--- src/rtl/regfile_nrd_if.sv ---
// Register file port bundle: write port, NRD read ports, clear request and busy.
interface regfile_nrd_if #(
  parameter int WIDTH = 32,
  parameter int DEPTH = 32,
  parameter int NRD   = 2
);
  localparam int AW = $clog2(DEPTH);

  logic                 we;
  logic [AW-1:0]        wa;
  logic [WIDTH-1:0]     wd;
  logic [NRD*AW-1:0]    ra;
  logic [NRD*WIDTH-1:0] rd;
  logic                 clr_start;
  logic                 busy;

  modport master (output we, wa, wd, ra, clr_start, input rd, busy);
  modport slave  (input we, wa, wd, ra, clr_start, output rd, busy);
endinterface

--- src/rtl/regfile_nrd.sv ---
// Parametrised register file: NRD read ports, one write port with bypass,
// optional hard-wired zero register, registered or combinational reads, and
// a one-entry-per-cycle clear engine.

// One read port: resolves the read value from busy, range, zero register,
// write bypass and the stored word, in that priority.
module regfile_nrd_rport #(
  parameter int WIDTH    = 32,
  parameter int DEPTH    = 32,
  parameter int AW       = 5,
  parameter int ZERO_REG = 1
) (
  input  logic             busy,
  input  logic             wr_acc,
  input  logic [AW-1:0]    wa,
  input  logic [WIDTH-1:0] wd,
  input  logic [AW-1:0]    ra,
  input  logic [WIDTH-1:0] mem_val,
  output logic [WIDTH-1:0] rval
);
  logic in_range;
  assign in_range = {1'b0, ra} < (AW+1)'(DEPTH);

  // priority chain for the read value
  always_comb begin
    rval = '0;
    if (busy || !in_range)                   rval = '0;
    else if (ZERO_REG != 0 && ra == '0)      rval = '0;
    else if (wr_acc && wa == ra)             rval = wd;
    else                                     rval = mem_val;
  end
endmodule

module regfile_nrd #(
  parameter int WIDTH    = 32,
  parameter int DEPTH    = 32,
  parameter int NRD      = 2,
  parameter int ZERO_REG = 1,
  parameter int RD_REG   = 1
) (
  input  logic          clk,
  input  logic          rst_n,
  regfile_nrd_if.slave  bus
);
  localparam int AW = $clog2(DEPTH);

  typedef enum logic {IDLE, CLEAR} state_t;

  state_t                    state_q, state_d;
  logic [AW-1:0]             cnt_q, cnt_d;
  logic [WIDTH-1:0]          mem_q [DEPTH];
  logic [WIDTH-1:0]          mem_d [DEPTH];
  logic                      busy, wr_acc;
  logic [NRD-1:0][WIDTH-1:0] mem_val, rval;

  assign busy     = (state_q == CLEAR);
  assign bus.busy = busy;
  assign wr_acc   = bus.we && !busy && ({1'b0, bus.wa} < (AW+1)'(DEPTH)) &&
                    !(ZERO_REG != 0 && bus.wa == '0);

  // clear sequencer and write port: IDLE takes writes, CLEAR zeroes one entry per cycle
  always_comb begin
    state_d = state_q;
    cnt_d   = cnt_q;
    mem_d   = mem_q;
    case (state_q)
      IDLE: begin
        if (wr_acc) mem_d[bus.wa] = bus.wd;
        if (bus.clr_start) begin
          state_d = CLEAR;
          cnt_d   = '0;
        end
      end
      CLEAR: begin
        mem_d[cnt_q] = '0;
        if (cnt_q == AW'(DEPTH-1)) begin
          state_d = IDLE;
          cnt_d   = '0;
        end else begin
          cnt_d = cnt_q + 1'b1;
        end
      end
      default: state_d = IDLE;
    endcase
  end

  // state, counter and array registers; reset wipes everything, even mid-clear
  always_ff @(posedge clk) begin
    if (!rst_n) begin
      state_q <= IDLE;
      cnt_q   <= '0;
      for (int i = 0; i < DEPTH; i++) mem_q[i] <= '0;
    end else begin
      state_q <= state_d;
      cnt_q   <= cnt_d;
      mem_q   <= mem_d;
    end
  end

  for (genvar k = 0; k < NRD; k++) begin : g_port
    logic [AW-1:0] ra_k;
    assign ra_k = bus.ra[k*AW +: AW];

    // out-of-range addresses are masked by the port itself
    always_comb begin
      mem_val[k] = '0;
      if ({1'b0, ra_k} < (AW+1)'(DEPTH)) mem_val[k] = mem_q[ra_k];
    end

    regfile_nrd_rport #(.WIDTH(WIDTH), .DEPTH(DEPTH), .AW(AW), .ZERO_REG(ZERO_REG)) u_rport (
      .busy    (busy),
      .wr_acc  (wr_acc),
      .wa      (bus.wa),
      .wd      (bus.wd),
      .ra      (ra_k),
      .mem_val (mem_val[k]),
      .rval    (rval[k])
    );
  end

  if (RD_REG != 0) begin : g_rdreg
    logic [NRD-1:0][WIDTH-1:0] rd_q, rd_d;
    always_comb rd_d = rval;
    // registered read data, one cycle behind the address
    always_ff @(posedge clk) begin
      if (!rst_n) rd_q <= '0;
      else        rd_q <= rd_d;
    end
    assign bus.rd = rd_q;
  end else begin : g_rdcomb
    assign bus.rd = rval;
  end
endmodule

--- src/flat_wrapper.sv ---
// flat-port wrapper written by rule: the top's interface ports become plain ports
module regfile_nrd_flat 
#(
  parameter int WIDTH    = 32,
  parameter int DEPTH    = 32,
  parameter int NRD      = 2,
  parameter int ZERO_REG = 1,
  parameter int RD_REG   = 1
)
  (clk, rst_n, bus_we, bus_wa, bus_wd, bus_ra, bus_clr_start, bus_rd, bus_busy);
  regfile_nrd_if #(.WIDTH(WIDTH), .DEPTH(DEPTH), .NRD(NRD)) bus_i ();
  input  logic clk;
  input  logic rst_n;
  input wire logic [$bits(bus_i.we)-1:0] bus_we;
  input wire logic [$bits(bus_i.wa)-1:0] bus_wa;
  input wire logic [$bits(bus_i.wd)-1:0] bus_wd;
  input wire logic [$bits(bus_i.ra)-1:0] bus_ra;
  input wire logic [$bits(bus_i.clr_start)-1:0] bus_clr_start;
  output wire logic [$bits(bus_i.rd)-1:0] bus_rd;
  output wire logic [$bits(bus_i.busy)-1:0] bus_busy;
  assign bus_i.we = bus_we;
  assign bus_i.wa = bus_wa;
  assign bus_i.wd = bus_wd;
  assign bus_i.ra = bus_ra;
  assign bus_i.clr_start = bus_clr_start;
  assign bus_rd = bus_i.rd;
  assign bus_busy = bus_i.busy;
  regfile_nrd #(.WIDTH(WIDTH), .DEPTH(DEPTH), .NRD(NRD), .ZERO_REG(ZERO_REG), .RD_REG(RD_REG)) u_core (.clk(clk), .rst_n(rst_n), .bus(bus_i));
endmodule
--- config.mk ---
export PLATFORM = sky130hd
export DESIGN_NAME = regfile_nrd_flat
export DESIGN_NICKNAME = d
export VERILOG_FILES = /design/src/rtl/regfile_nrd_if.sv /design/src/rtl/regfile_nrd.sv /design/src/flat_wrapper.sv
export SDC_FILE = /design/constraint.sdc
export NUM_CORES = 2
export LEC_CHECK = 0
export ABC_AREA = 1
export CAP_MARGIN = 10
export CORE_MARGIN = 5
export CORE_UTILIZATION = 30
export CTS_BUF_LIST = sky130_fd_sc_hd__clkbuf_16
export CTS_CLUSTER_DIAMETER = 40
export DETAILED_ROUTE_END_ITERATION = 7
export DONT_BUFFER_PORTS = 1
export PLACE_DENSITY = 0.44
export SYNTH_ARGS = -nofsm -noshare
export SYNTH_HDL_FRONTEND = slang
export SYNTH_SLANG_ARGS = --single-unit
--- constraint.sdc ---
create_clock -name clk -period 2 [get_ports clk]
set_input_delay 0.3 -clock clk [delete_from_list [all_inputs] [get_ports clk]]
set_output_delay 0.3 -clock clk [all_outputs]
set_load 0.05 [all_outputs]
-- Word level (Yosys, flattened, before mapping)
Cells that the tools add are included.
- register bits after elaboration: 1094
- input bits: 51
- output and inout bits: 65
- logic and storage cells: 90
- add/sub/neg operators: 1
- magnitude comparators: 6
- eq/ne operators: 5
- multiplexer cells: 21
- bitwise operators: 8
- reductions and logical operators: 13
- operators with widths (cell ; number):
    1024-bit case mux with 2 select lines ; 1
    1024-bit bitwise AND ; 1
    1024-bit bitwise mux ; 1
    1024-bit 2-to-1 mux ; 1
    1024-bit NOT ; 1
    32-bit binary-select mux with 5-bit select ; 2
    32-bit demux with 5-bit select ; 2
    32-bit 2-to-1 mux ; 8
    6-bit >= comparator, second input constant ; 4
    5-bit NOT with 6-bit output ; 4
    5-bit logical NOT ; 3
    6-bit by 1-bit less-than comparator with 1-bit output, second input constant ; 2
    5-bit equality test ; 2
    5-bit 2-to-1 mux ; 2
    5-bit case mux with 2 select lines ; 1
    1-bit logical AND ; 6
    3-bit OR reduction ; 2
    5-bit by 1-bit adder with 5-bit output, second input constant ; 1
    5-bit equality test, second input constant ; 1
    2-bit inequality test, second input constant ; 2
    1-bit logical NOT ; 2
    1-bit 2-to-1 mux ; 2
    1-bit NOT ; 2
    1-bit case mux with 2 select lines ; 1

-- Depth between registers and ports, before layout
- word-level depth: 8
- depth in mapped cells: 12
- gate-level depth less buffers: 9

-- Hierarchy
Synthesis repeated with hierarchy kept, for this count alone.
- cell total of the unflattened synthesis: 11551
- area, all modules: 66099.6 µm²
- modules (own cells, without submodules) (module ; times used ; cells each ; area each (µm²) ; sequential area each (µm²)):
    regfile_nrd ; 1 ; 11151 ; 64498.1 ; 21901.0
    regfile_nrd_rport ; 2 ; 200 ; 800.8 ; 0.0

-- Worst setup path before layout
Ideal clock, no wire load.
- path type: register -> register
- start point: reg u_core.state_q, in the netlist u_core.bus.busy
- end point: reg u_core.mem_q[427] (netlist name)
- library setup time: 0.128 ns
- data arrival time: 1.694 ns
- data required time: 1.872 ns
- setup slack: 0.179 ns
- cell stages (with the launch flop): 9
- buffers on the path: 2
- clock period less this slack: 1.821 ns
- cell sequence: dfxtp_1 > nor2_1 > and3_1 > buf_2 > nand2_1 > clkbuf_1 > o22ai_1 > inv_1 > nor2_1
- longest elaborated chain between the ends: 4
- elaborated cells on any way between the ends: 6
- classes of those cells: 1 x eq/ne; 1 x mux; 1 x bitwise; 3 x reduce/logical
- ends and longest elaborated chain (element ; RTL line ; RTL):
    start: declaration ; regfile_nrd.sv:49 ; state_t state_q, state_d;
    start signal: assignment ; regfile_nrd.sv:94 ; state_q <= state_d;
    1-bit logical NOT ; regfile_nrd.sv:58 ; assign wr_acc = bus.we && !busy && ({1'b0, bus.wa} < (AW+1)'(DEPTH)) &&
    1-bit logical AND (2 in series) ; regfile_nrd.sv:58 ;
    2-bit inequality test (no line) ; - ;
    end signal: assignment ; regfile_nrd.sv:96 ; mem_q <= mem_d;
    end: declaration ; regfile_nrd.sv:51 ; logic [WIDTH-1:0] mem_q [DEPTH];
Parallel ways exist; a longest one is shown, timed or not.
A chain may end at the register's enable or synchronous reset.

-- Final worst setup path
- start point: in bus_ra[5]
- end point: reg u_core.g_rdreg.rd_q, in the netlist u_core.bus.rd[59]
- longest elaborated chain between the ends: 5
- elaborated cells on any way between the ends: 9
- classes of those cells: 1 x eq/ne; 4 x mux; 1 x bitwise; 3 x reduce/logical
- ends and longest elaborated chain (element ; RTL line ; RTL):
    start: declaration ; flat_wrapper.sv:17 ; input wire logic [$bits(bus_i.ra)-1:0] bus_ra;
    5-bit NOT with 6-bit output (implied by the code) ; regfile_nrd.sv:107 ; if ({1'b0, ra_k} < (AW+1)'(DEPTH)) mem_val[k] = mem_q[ra_k];
    32-bit binary-select mux with 5-bit select ; regfile_nrd.sv:107 ;
    32-bit 2-to-1 mux (implied by the code) (2 in series) ; regfile_nrd.sv:107 ;
    32-bit 2-to-1 mux ; regfile_nrd.sv:29 ; else if (wr_acc && wa == ra) rval = wd;
    end signal: assignment ; regfile_nrd.sv:127 ; else rd_q <= rd_d;
    end: declaration ; regfile_nrd.sv:122 ; logic [NRD-1:0][WIDTH-1:0] rd_q, rd_d;
Parallel ways exist; a longest one is shown, timed or not. The select of a mux whose other input is x is not followed.

==> summary.md <==
| Metric | Value |
|---|---|
| Starting Density | 30.1% |
| Die Height | 468 µm |
| Normalized max-slew margin | -71.6% |
| Longest Clk Path Bufs | 3 |
| Buf/Inv on CP | 5 |
| Failing checks | slew limit, setup timing |
| Pre-Repair DR Iteration Count | 6 |
| Crit end category | register |
| Min-Delay Endpoint | u_core.bus.rd[55] |
| Largest cells by area after synthesis | dfxtp_1, nand2_1, nand3_1 |
| Total power of the final layout | 70.1 mW |
| Vias per cell | 5.53 |
| Post-synthesis sequential area ratio | 34.8% |
| Worst Hold Launch | bus_wa[4] |
| Critical path origin | bus_ra[5] |
| Area Overhead vs Synth | 24.7% |
| Most common library cell in the layout ignoring fill and taps | nand2_1 |
| Vias | 75063 |
| Post-synth top area share | 34.8% |
| # placed instances | 13020 |
| Worst-Margin Slew | 2.57 ns |
| TritonCTS Buffers | 230 |
| Req. time, crit path | 2.77 ns |
| # port buffers | 0 |
| Peak supply drop | 920 µV |
| Hold path cells | 6 |
| Post-DP HPWL | 211000 µm |
| Die area | 219000 µm² |
| Total congestion overflow | 0 |
| Initial antenna violation count | 17 |
| Crit path DAT | 3.22 ns |
| YS warnings | 0 |
| Layout cells sized above 1 | 9.56% |
| Most frequent cells in the layout | nand2_1, nand3_1, dfxtp_1, nor2_1, inv_1 |
| Placer congestion estimate | 0.888 |
| Worst reg2reg path startpoint | u_core.bus.busy |
| Critical-path maximum fanout | 642 |
| Final ANT Viol Nets | 0 |
| Worst-path clk slew | 0.06 ns |
| Mapped cell area | 62800 µm² |
| Cell area power density | 895 nW/µm² |
| Min Tclk post-route | 2.45 ns |
| CTS H-tree depth | 4 |
| Worst-path cell chain | clkinv_16 > buf_12 > buf_16 > buf_4 > nand2_1 > nand3_1 > nand3_1 > nand2_1 > nand3_1 > dlygate4sd3_1 > nand2_1 > a21oi_1 |
| Mapped Nets | 10686 |
| Total Routed Length | 361000 µm |
| Final Max Slew Viols | 534 |
| DRT iter0 DRCs | 10445 |
| Leading area contributor after synthesis | dfxtp_1 |
| Hold WC Path Type | primary input to register |
| Delay of the slowest critical-path stage | 0.57 ns |
| CTS tree | built |
| Fmax | 409 MHz |
| R2R depth | 8 |
| FP Rows | 168 |
| Max-Cap Viols | 0 |
| Crit Path Class | primary input to register |
| Outcome | complete, but fails checks |
| Clock sink total | 1094 |
| DRC | 0 |
| Top delay family on crit path | buffers and inverters |
| Drt wl/cell | 26.6 µm |
| Fin cells | 13575 |
| CP max stage cell | dlygate4sd3_1 |
| Yosys reg bits | 1094 |
| Final setup vio count | 33 |
| Synth Area per Inst | 5.91 µm² |
| Vias in the first global route | 69300 |
| Setup slack after layout | -0.448 ns |
| Core footprint | 209000 µm² |
| CP Launch Type | primary input |
| Unique cell type count in the Yosys netlist | 31 |
| Ports | 116 |
| Pre-CTS setup slack | -0.530 ns |
| Final instance area | 78300 µm² |
| Cells after Synth | 10630 |
| Gr usage total | 31.7% |
| Final worst-path cycle share | 122% |
| Clock skew | 0.0360 ns |
| RSZ-0062 raised after global routing | yes |
| First-pass GRT wire length | 510000 µm |
| CTS root buf | clkbuf_16 |
| Largest net degree at the start of global routing | 643 |
| R2r endpoint | u_core.mem_q[562] |
| Worst skew pair latency | 0.89 ns |
| Nets | 10615 |
| Static Leak | 31.2 nW |
| Placed cell areas | 68500 µm² |
| Reg2reg setup slack | 0.07 ns |
| Count of final hold-check violations | 0 |
| Die Wd | 468 µm |
-- report_power, final --
part / total [mW] / internal (mW) / switching [mW]
clock network: 40.0 / 25.5 / 14.5
registers: 22.5 / 22.1 / 0.429
logic: 7.61 / 2.32 / 5.29
total: 70.1 / 49.9 / 20.2
-- cell usage after synthesis --
library cell  instances
buf_2               240
nand3_2               3
buf_6                 5
nand2_1            3125
nand3_4               2
nor3_4                3
nor3_2                3
xnor2_1               5
dfxtp_1            1094
and3_1                1
nor2_1             1074
or2_2                 1
inv_1               990
o22ai_1             288
nand4_1               4
buf_1               109
o21ai_1              25
a21oi_1             771
nand2_2               1
xor2_1                2
clkinv_1             34
inv_2                17
nor4_1                1
ha_1                  5
clkbuf_1            544
a211oi_1              1
buf_4                12
a221oi_1              1
nor3_1                3
nand3_1            2250
o21ai_0              16
-- layer usage --
metal / wire length (µm) / global-route usage, % / vias to the layer above
li1: - / - / 33850
met1: 149000 / 42.1 / 35941
met2: 157000 / 48.7 / 4393
met3: 38800 / 7.60 / 873
met4: 16700 / 14.1 / 6
met5: 47 / 0 / -
-- sequential cells by signal (all words and copies together), names as in the netlist --
register / flops
u_core.bus.busy: 1
u_core.bus.rd: 64
u_core.cnt_q: 5
u_core.mem_q: 1024
-- layout make-up --
class,count,area [µm²]
timing repair buffer,607,7470
multi-input combinational,7585,33400
fill,22371,131000
clock inverter,202,2190
sequential,1094,21900
antenna,8,20.0
clock buffer,233,5830
tap,2805,3510
inverter,1041,4000
-- worst reg2reg max path, stage by stage (launching register included) --
cell and delay [ns]:
dfxtp_2 0.33, nor2_1 0.17, and3_4 0.27, buf_4 0.16, nand2_1 0.20, inv_2 0.19, buf_12 0.23, nand2_1 0.15
a21oi_1 0.15
-- worst max-delay path by stage --
stage / end / cells past startpoint / slack, ns
global placement: u_core.bus.rd[15] / 11 / -0.46
CTS: bus_rd[53] / 0 / 0.005
detailed placement: u_core.bus.rd[15] / 11 / -0.53
finish: u_core.bus.rd[59] / 12 / -0.45
global route: u_core.bus.rd[43] / 13 / -0.06
floorplan: u_core.mem_q[427] / 8 / 0.18
-- stage by stage --
step	hold slack (ns)	utilization, %	setup TNS [ns]
after floorplan	0.448	-	0
after global placement	0.455	32.8	-18.29
after detailed placement	0.458	32.8	-21.53
after CTS	0.000586	37.4	0
after global routing	0.0423	37.5	-0.0644
final	0.0462	37.5	-10.26
-- logic make-up after synthesis --
group / synth area share [%]
simple gates: 43.3
buf+inv: 12.3
flops: 34.8
fa+ha+maj: 0.0995
compound gates: 9.36
xor+xnor: 0.0976
-- what timing repair did --
action,4_1_cts,5_1_grt
gates cloned,0,2
pin swaps,0,0
endpoints found under the hold margin,959,0
gates resized for setup,17,34
endpoints found under the setup margin,18,271
buffers inserted,0,7
hold buffers,104,0
No activity file was read; power rests on OpenSTA's default activity.
